**src/rtl/dac_abs_writer.sv**
```systemverilog
// dac_abs_writer: turns the PI loop's signed adjustment into an absolute DAC code.
// After reset or reload it reads the DAC's current code back over SPI and keeps
// it as base. Each loop request then writes sat(base + adj) to the DAC data
// register through the SPI master.
//
// Handshakes (both are level-based request/acknowledge pairs):
//   upstream : adj_arm is raised with adj stable; adj_finished rises one cycle
//              after the SPI write completes and stays high until adj_arm falls.
//   SPI side : dac_ss and dac_arm rise together with to_dac stable; when
//              dac_finished is seen, both fall on that same edge. The next frame
//              waits GAP_CYC idle cycles and for dac_finished to return low.
module dac_abs_writer #(
  parameter int         DAC_WID      = 24,
  parameter int         DAC_DATA_WID = 20,
  parameter logic [3:0] WRITE_CODE   = 4'b0001,
  parameter logic [3:0] READ_CODE    = 4'b1001,
  parameter int         GAP_CYC      = 2
) (
  input  logic                    clk,
  input  logic                    rst,
  input  logic                    reload,
  input  logic [DAC_DATA_WID-1:0] adj,
  input  logic                    adj_arm,
  output logic                    adj_finished,
  output logic                    base_valid,
  output logic [DAC_DATA_WID-1:0] base,
  output logic [DAC_DATA_WID-1:0] last_code,
  output logic                    sat_flag,
  output logic [DAC_WID-1:0]      to_dac,
  input  logic [DAC_WID-1:0]      from_dac,
  output logic                    dac_ss,
  output logic                    dac_arm,
  input  logic                    dac_finished,
  output logic [2:0]              dbg_state
);

  localparam int W     = DAC_DATA_WID;
  localparam int GAP_W = (GAP_CYC > 1) ? $clog2(GAP_CYC) : 1;

  typedef enum logic [2:0] {
    S_RD_REQ  = 3'd0,
    S_RD_DATA = 3'd1,
    S_IDLE    = 3'd2,
    S_WR      = 3'd3,
    S_DONE    = 3'd4
  } state_t;

  state_t           state;
  logic [GAP_W-1:0] gap_cnt;
  logic             reload_pend;
  logic [W:0]       sum_q;
  logic [W-1:0]     code_q;
  logic             clamp_hit;
  logic [W-1:0]     clamp_code;
  logic             can_start;
  logic             reload_any;
  logic             unused_from_dac;

  assign dbg_state       = state;
  assign reload_any      = reload | reload_pend;
  // A new frame may start only once the gap has elapsed and the master has
  // released dac_finished from the previous frame.
  assign can_start       = !dac_arm && (gap_cnt == '0) && !dac_finished;
  // Readback frames carry the command echo in the top bits; only data is kept.
  assign unused_from_dac = &{1'b0, from_dac[DAC_WID-1:W]};

  // Saturate the registered W+1 bit sum into the signed W-bit code range.
  always_comb begin
    clamp_hit  = sum_q[W] ^ sum_q[W-1];
    clamp_code = sum_q[W-1:0];
    if (clamp_hit) begin
      if (sum_q[W]) clamp_code = {1'b1, {(W-1){1'b0}}};
      else          clamp_code = {1'b0, {(W-1){1'b1}}};
    end
  end

  // Main sequencer: readback of base, then write cycles, with SPI framing.
  always_ff @(posedge clk) begin
    if (rst) begin
      state        <= S_RD_REQ;
      gap_cnt      <= '0;
      reload_pend  <= 1'b0;
      sum_q        <= '0;
      code_q       <= '0;
      adj_finished <= 1'b0;
      base_valid   <= 1'b0;
      base         <= '0;
      last_code    <= '0;
      sat_flag     <= 1'b0;
      to_dac       <= '0;
      dac_ss       <= 1'b0;
      dac_arm      <= 1'b0;
    end else begin
      if (gap_cnt != '0) gap_cnt <= gap_cnt - 1'b1;
      // Reload invalidates base at once; the re-read happens when safe.
      if (reload) begin
        base_valid  <= 1'b0;
        reload_pend <= 1'b1;
      end

      case (state)
        S_RD_REQ: begin
          if (!dac_arm) begin
            if (can_start) begin
              to_dac      <= DAC_WID'({READ_CODE, {W{1'b0}}});
              dac_ss      <= 1'b1;
              dac_arm     <= 1'b1;
              reload_pend <= 1'b0;
            end
          end else if (dac_finished) begin
            dac_ss  <= 1'b0;
            dac_arm <= 1'b0;
            gap_cnt <= GAP_W'(GAP_CYC - 1);
            state   <= reload_any ? S_RD_REQ : S_RD_DATA;
          end
        end

        S_RD_DATA: begin
          if (!dac_arm) begin
            if (can_start) begin
              to_dac  <= '0;
              dac_ss  <= 1'b1;
              dac_arm <= 1'b1;
            end
          end else if (dac_finished) begin
            dac_ss  <= 1'b0;
            dac_arm <= 1'b0;
            gap_cnt <= GAP_W'(GAP_CYC - 1);
            if (reload_any) begin
              state <= S_RD_REQ;
            end else begin
              base       <= from_dac[W-1:0];
              base_valid <= 1'b1;
              state      <= S_IDLE;
            end
          end
        end

        S_IDLE: begin
          if (reload_any) begin
            reload_pend <= 1'b0;
            state       <= S_RD_REQ;
          end else if (adj_arm && base_valid) begin
            // adj is captured here; later changes do not affect this write.
            sum_q <= {base[W-1], base} + {adj[W-1], adj};
            state <= S_WR;
          end
        end

        S_WR: begin
          if (!dac_arm) begin
            if (can_start) begin
              code_q   <= clamp_code;
              sat_flag <= clamp_hit;
              to_dac   <= DAC_WID'({WRITE_CODE, clamp_code});
              dac_ss   <= 1'b1;
              dac_arm  <= 1'b1;
            end
          end else if (dac_finished) begin
            dac_ss       <= 1'b0;
            dac_arm      <= 1'b0;
            gap_cnt      <= GAP_W'(GAP_CYC - 1);
            last_code    <= code_q;
            adj_finished <= 1'b1;
            state        <= S_DONE;
          end
        end

        S_DONE: begin
          if (!adj_arm) begin
            adj_finished <= 1'b0;
            state        <= S_IDLE;
          end
        end

        default: state <= S_RD_REQ;
      endcase
    end
  end

endmodule
```
**config.mk**
```make
export PLATFORM = sky130hd
export DESIGN_NAME = dac_abs_writer
export DESIGN_NICKNAME = d
export VERILOG_FILES = /design/src/rtl/dac_abs_writer.sv
export SDC_FILE = /design/constraint.sdc
export NUM_CORES = 1
export LEC_CHECK = 0
export CELL_PAD_IN_SITES_DETAIL_PLACEMENT = 1
export CELL_PAD_IN_SITES_GLOBAL_PLACEMENT = 1
export CORE_MARGIN = 2
export CORE_UTILIZATION = 36
export CTS_CLUSTER_DIAMETER = 200
export DETAILED_ROUTE_END_ITERATION = 6
export HOLD_SLACK_MARGIN = 0.03
export PLACE_DENSITY_LB_ADDON = 0.1
export REMOVE_ABC_BUFFERS = 1
export SLEW_MARGIN = 20
export SYNTH_ARGS = -nofsm -noshare
export SYNTH_HDL_FRONTEND = slang
export SYNTH_SLANG_ARGS = --single-unit
```
**constraint.sdc**
```tcl
create_clock -name clk -period 2.8 [get_ports clk]
set_input_delay 0.56 -clock clk [delete_from_list [all_inputs] [get_ports clk]]
set_output_delay 0.56 -clock clk [all_outputs]
set_load 0.01 [all_outputs]
```
# [Yosys cells after proc, flatten, opt, wreduce, memory -nomap -nowiden]
# Cells that the tools add are included.
[totals] ff_bits=115 output_inout_bits=72
[classes] n_addsub=2 eq_ne=19 muxes=45 bitwise=5 reduce_logical=18
[ops] operator="2-to-1 mux 24 bit" n=6
[ops] operator="case mux 24 bit (3 select lines)" n=1
[ops] operator="2-to-1 mux 20 bit" n=2
[ops] operator="2-to-1 mux 3 bit" n=9
[ops] operator="!= test 2 bit (second input constant)" n=13
[ops] operator="2-to-1 mux 1 bit" n=23
[ops] operator="adder 20 x 20 -> 21 bit" n=1
[ops] operator="case mux 3 bit (5 select lines)" n=1
[ops] operator="AND reduction 3 bit" n=4
[ops] operator="AND reduction 4 bit" n=2
[ops] operator="AND reduction 8 bit" n=1
[ops] operator="AND reduction 7 bit" n=1
[ops] operator="equality test 3 x 2 -> 1 bit (second input constant)" n=2
[ops] operator="case mux 1 bit (2 select lines)" n=2
[ops] operator="nonzero test 2 bit" n=2
[ops] operator="equality test 3 x 1 -> 1 bit (second input constant)" n=1
[ops] operator="equality test 3 bit (second input constant)" n=1
[ops] operator="logical AND 1 bit" n=3
[ops] operator="logical NOT 3 bit" n=1
[ops] operator="!= test 3 bit (second input constant)" n=1
[ops] operator="NOT 1 bit" n=3
[ops] operator="nonzero test 3 bit" n=1
[ops] operator="OR reduction 3 bit" n=1
[ops] operator="logical NOT 1 bit" n=2
[ops] operator="5 further kinds" n=5

# [Logic depth before layout (Yosys ltp)]
[logic_depth] word_depth=6 mapped_depth=8

# [Worst setup path after synthesis]
# No wires, ideal clock.
[synth_path] kind="input port to flip-flop" start="input adj[0]" end="register sum_q[20]" setup_time_ns=0.091 arrival_time_ns=2.376 required_time_ns=2.709 path_slack_ns=0.333 cell_stages=8 path_cell_list="ha_1 > fa_1 > a21o_1 > a221oi_2 > o211a_1 > nor2_1 > a211o_1 > a311oi_1"
[synth_between] elab_chain_cells=1
[synth_lines] element="from (decl)" line="22" rtl="input logic [DAC_DATA_WID-1:0] adj,"
[synth_lines] element="adder 20 x 20 -> 21 bit" line="145" rtl="sum_q <= {base[W-1], base} + {adj[W-1], adj};"
[synth_lines] element="to (signal assigned)" line="145"
[synth_lines] element="to (decl)" line="51" rtl="logic [W:0] sum_q;"
# Every way passes these cells.
# A chain may end at the register's enable or synchronous reset.

# [Worst setup path in the final report]
[layout_path] start="input adj[0]" end="register sum_q[18]"
# Same word-level chain as after synthesis.

==> reports/qor.txt <==
Chip Height: 123 um
FMAX: 0.378 GHz
Final setup TNS: 0 ns
CP max FO: 3
Die area: 0.0152 sq mm
Worst EP arrival: 2.94 ns
CTS buffer count: 17
Final std cells w/o fill: 977
Mapped cell area: 0.00511 sq mm
Chip width: 123 um
Post-CTS Setup Bufs: 0
Synth Flop Type: dfxtp_1
Worst vdd ir: 0.373 mV
Synth top area cells: dfxtp_1 (44%), a21oi_1 (13%), nand2_1 (9.4%)
CTS Hold Bufs: 0
Vias per Instance: 5.20
CP startpoint: adj[0]
Antenna violations before repair: 0
Syn-to-layout area delta: 42.1%
Power per cell area: 574 mW/mm^2
Leakage: 2.72 nW
Setup Skew: 0.0101 ns
Sw Ratio: 20.8%
CP Capture Type: register
Fin crit period: 2.65 ns
Final Cell Area: 0.00727 sq mm
Setup Viol. Count Final: 0
Layout cells sized above 1: 10.0%
Port buffer count: 114
Final Slew Violations: 0
CTS tree: built
FP Rows: 43
NetSw: 0.000867 W
Critical Path RT: 3.09 ns
Logic pwr share: 5.5%
IO Count: 121
Sequential share of power: 39.0%
Yosys warnings: 0
Post-synth top area cell: dfxtp_1
Via count of the routed design: 5079
Met1 Wirelength: 6980 um
Grt ovf: 0
Worst Hold Launch: last_code[10]
Ant diodes: 0
Area of the core: 0.0139 sq mm
1st-iter DRT viols: 212
Worst Hold Class: reg2reg
Total global-route track usage: 20.9%
First-pass GRT wire length: 25000 um
Synth Instances: 653
Max-slew headroom: 30.2%
Highest metal used: met4
Status: completed
RSZ-0062 raised after global routing: false
Area after DPL: 0.00663 sq mm
Post-synth EDFFs: 0
Clock transition at path regs: 0.05 ns
Post-synthesis sequential area ratio: 44.2%
Worst skew pair latency: 0.41 ns
Nets: 857
Tightest Pin Transition: 1.04 ns
Vias in the first global route: 5158
Initial core utilization: 36.8%
Metal3 WL: 638 um
Post-Route WL: 15400 um
WL per Instance: 15.7 um
Ys async rst share: 0%
Startpoint types: input port
Dpl cells: 946
Root Buffer: clkbuf_16
Crit Path Category: in2reg
Hold WS: 0.453 ns
Clock Path Buffers: 2
Syn Area/Cell: 7.83 sq um
Clock Sinks: 113
Largest net degree at the start of global routing: 91
DR DRC count: 0
Antenna-violating nets left: 0
Gpl congestion: 0.813
Hpwl dp: 11000 um
Final Hold Fails: 0
# H-tree levels: 4
Synth cell types: 50
Clock power share: 55.5%
Fin worst setup slack: 0.153 ns
Met2 wire length: 7420 um
#FFs+latches synth: 113
Worst slack, placed: -0.280 ns
Internal cell power: 0.00330 W
Tcrit/Tclk final: 94.6%
Max-cap viol count: 0
Reg-to-Reg Start: base[0]
Yosys top cell area share: 44.2%
First-pass DRT Iterations: 4
Yosys cell counts, types with 7 or more instances:
library cell  instances
a21oi_1             128
buf_2                 8
clkbuf_1             32
dfxtp_1             113
ha_1                 22
nand2_1             128
nand2b_1              8
nand3_1              21
nor2_1               74
nor3_1                9
o21ai_0              21
xnor2_1               7
logic make-up after synthesis:
| family | Yosys count | synth area share [%] |
|---|---|---|
| AND/OR/NAND/NOR | 272 | 23.5 |
| AO/OA/AOI/OAI | 186 | 20.5 |
| flip-flops | 113 | 44.2 |
| buffers and inverters | 45 | 3.64 |
| adder cells (fa/ha/maj) | 23 | 5.77 |
| XOR/XNOR | 11 | 1.88 |
| multiplexers | 2 | 0.391 |
| other | 1 | 0.0733 |
worst paths after layout:
check	to	slack [ns]	cells after the start
setup / recovery	sum_q[18]	0.15	9
hold / removal	last_code[10]	0.45	2
setup reg to reg	sum_q[18]	0.40	8
hold reg to reg	last_code[10]	0.45	2
state kept, by name, summed over array words and instances (netlist names):
register      count
reload_pend       1
gap_cnt           1
base_valid        1
base             20
last_code        20
sum_q            21
code_q           20
dac_arm           1
dac_ss            1
adj_finished      1
to_dac           22
sat_flag          1
dbg_state         3
layout make-up:
class / instances / area, sq um
multi-input cells: 496 / 2680
fillers: 1670 / 6610
clock buffers: 21 / 480
well taps: 180 / 225
flip-flops and latches: 113 / 2260
repair buffers: 154 / 1450
inverters: 3 / 11.3
clock inverters: 10 / 156
critical path, cell delays in order:
cell             delay (ns)
clkdlybuf4s50_1        0.40
ha_1                   0.23
fa_1                   0.39
a21o_1                 0.20
a221oi_2               0.34
o21ai_0                0.19
a221oi_2               0.36
or3_1                  0.17
nand3_1                0.08
timing repair:
| item | in CTS | in global routing |
|---|---|---|
| endpoints found under the hold margin | 0 | 0 |
| endpoints found under the setup margin | 0 | 1 |
| gates resized for setup | 0 | 1 |
power groups by stage:
stage	combinational (W)	clock, W	sequential (W)
4_1_cts	0.000231	0.00236	0.00162
5_1_grt	0.000250	0.00242	0.00162
6_report	0.000230	0.00232	0.00163
2_1_floorplan	0.0000749	0	0.00166
3_5_place_dp	0.000229	0	0.00166
3_3_place_gp	0.000222	0	0.00166
layout by cell type, fill, tap and decap left out, types with 3 or more instances in the layout:
cell	count
a31oi_1	4
a21o_1	4
and3_1	5
clkbuf_16	17
nor3_1	8
o211ai_1	4
nand3_1	21
o21ai_0	21
buf_4	40
clkinv_2	4
nor2b_1	4
nand2_1	128
inv_1	3
or3_1	6
xnor2_1	7
xor2_1	4
ha_1	22
nand2b_1	8
clkbuf_8	4
dfxtp_1	113
nor2_1	74
a21oi_1	128
nand4_1	3
clkdlybuf4s50_1	113
bufinv_16	4
a211oi_1	6
layer usage:
metal | GRT usage [%] | up-vias
li1 | - | 2512
met5 | 0 | -
met4 | 7.53 | 0
met3 | 4.57 | 25
met1 | 25.8 | 2426
met2 | 35.8 | 116
through the flow:
| step | total power (W) | util, % |
|---|---|---|
| floorplan | 0.00173 | - |
| finish | 0.00417 | 52.4 |
| detailed placement | 0.00189 | 47.7 |
| CTS | 0.00421 | 52.3 |
| global placement | 0.00188 | 47.7 |
| global route | 0.00429 | 52.4 |
Note: power is estimated with default switching activity, not from simulation.
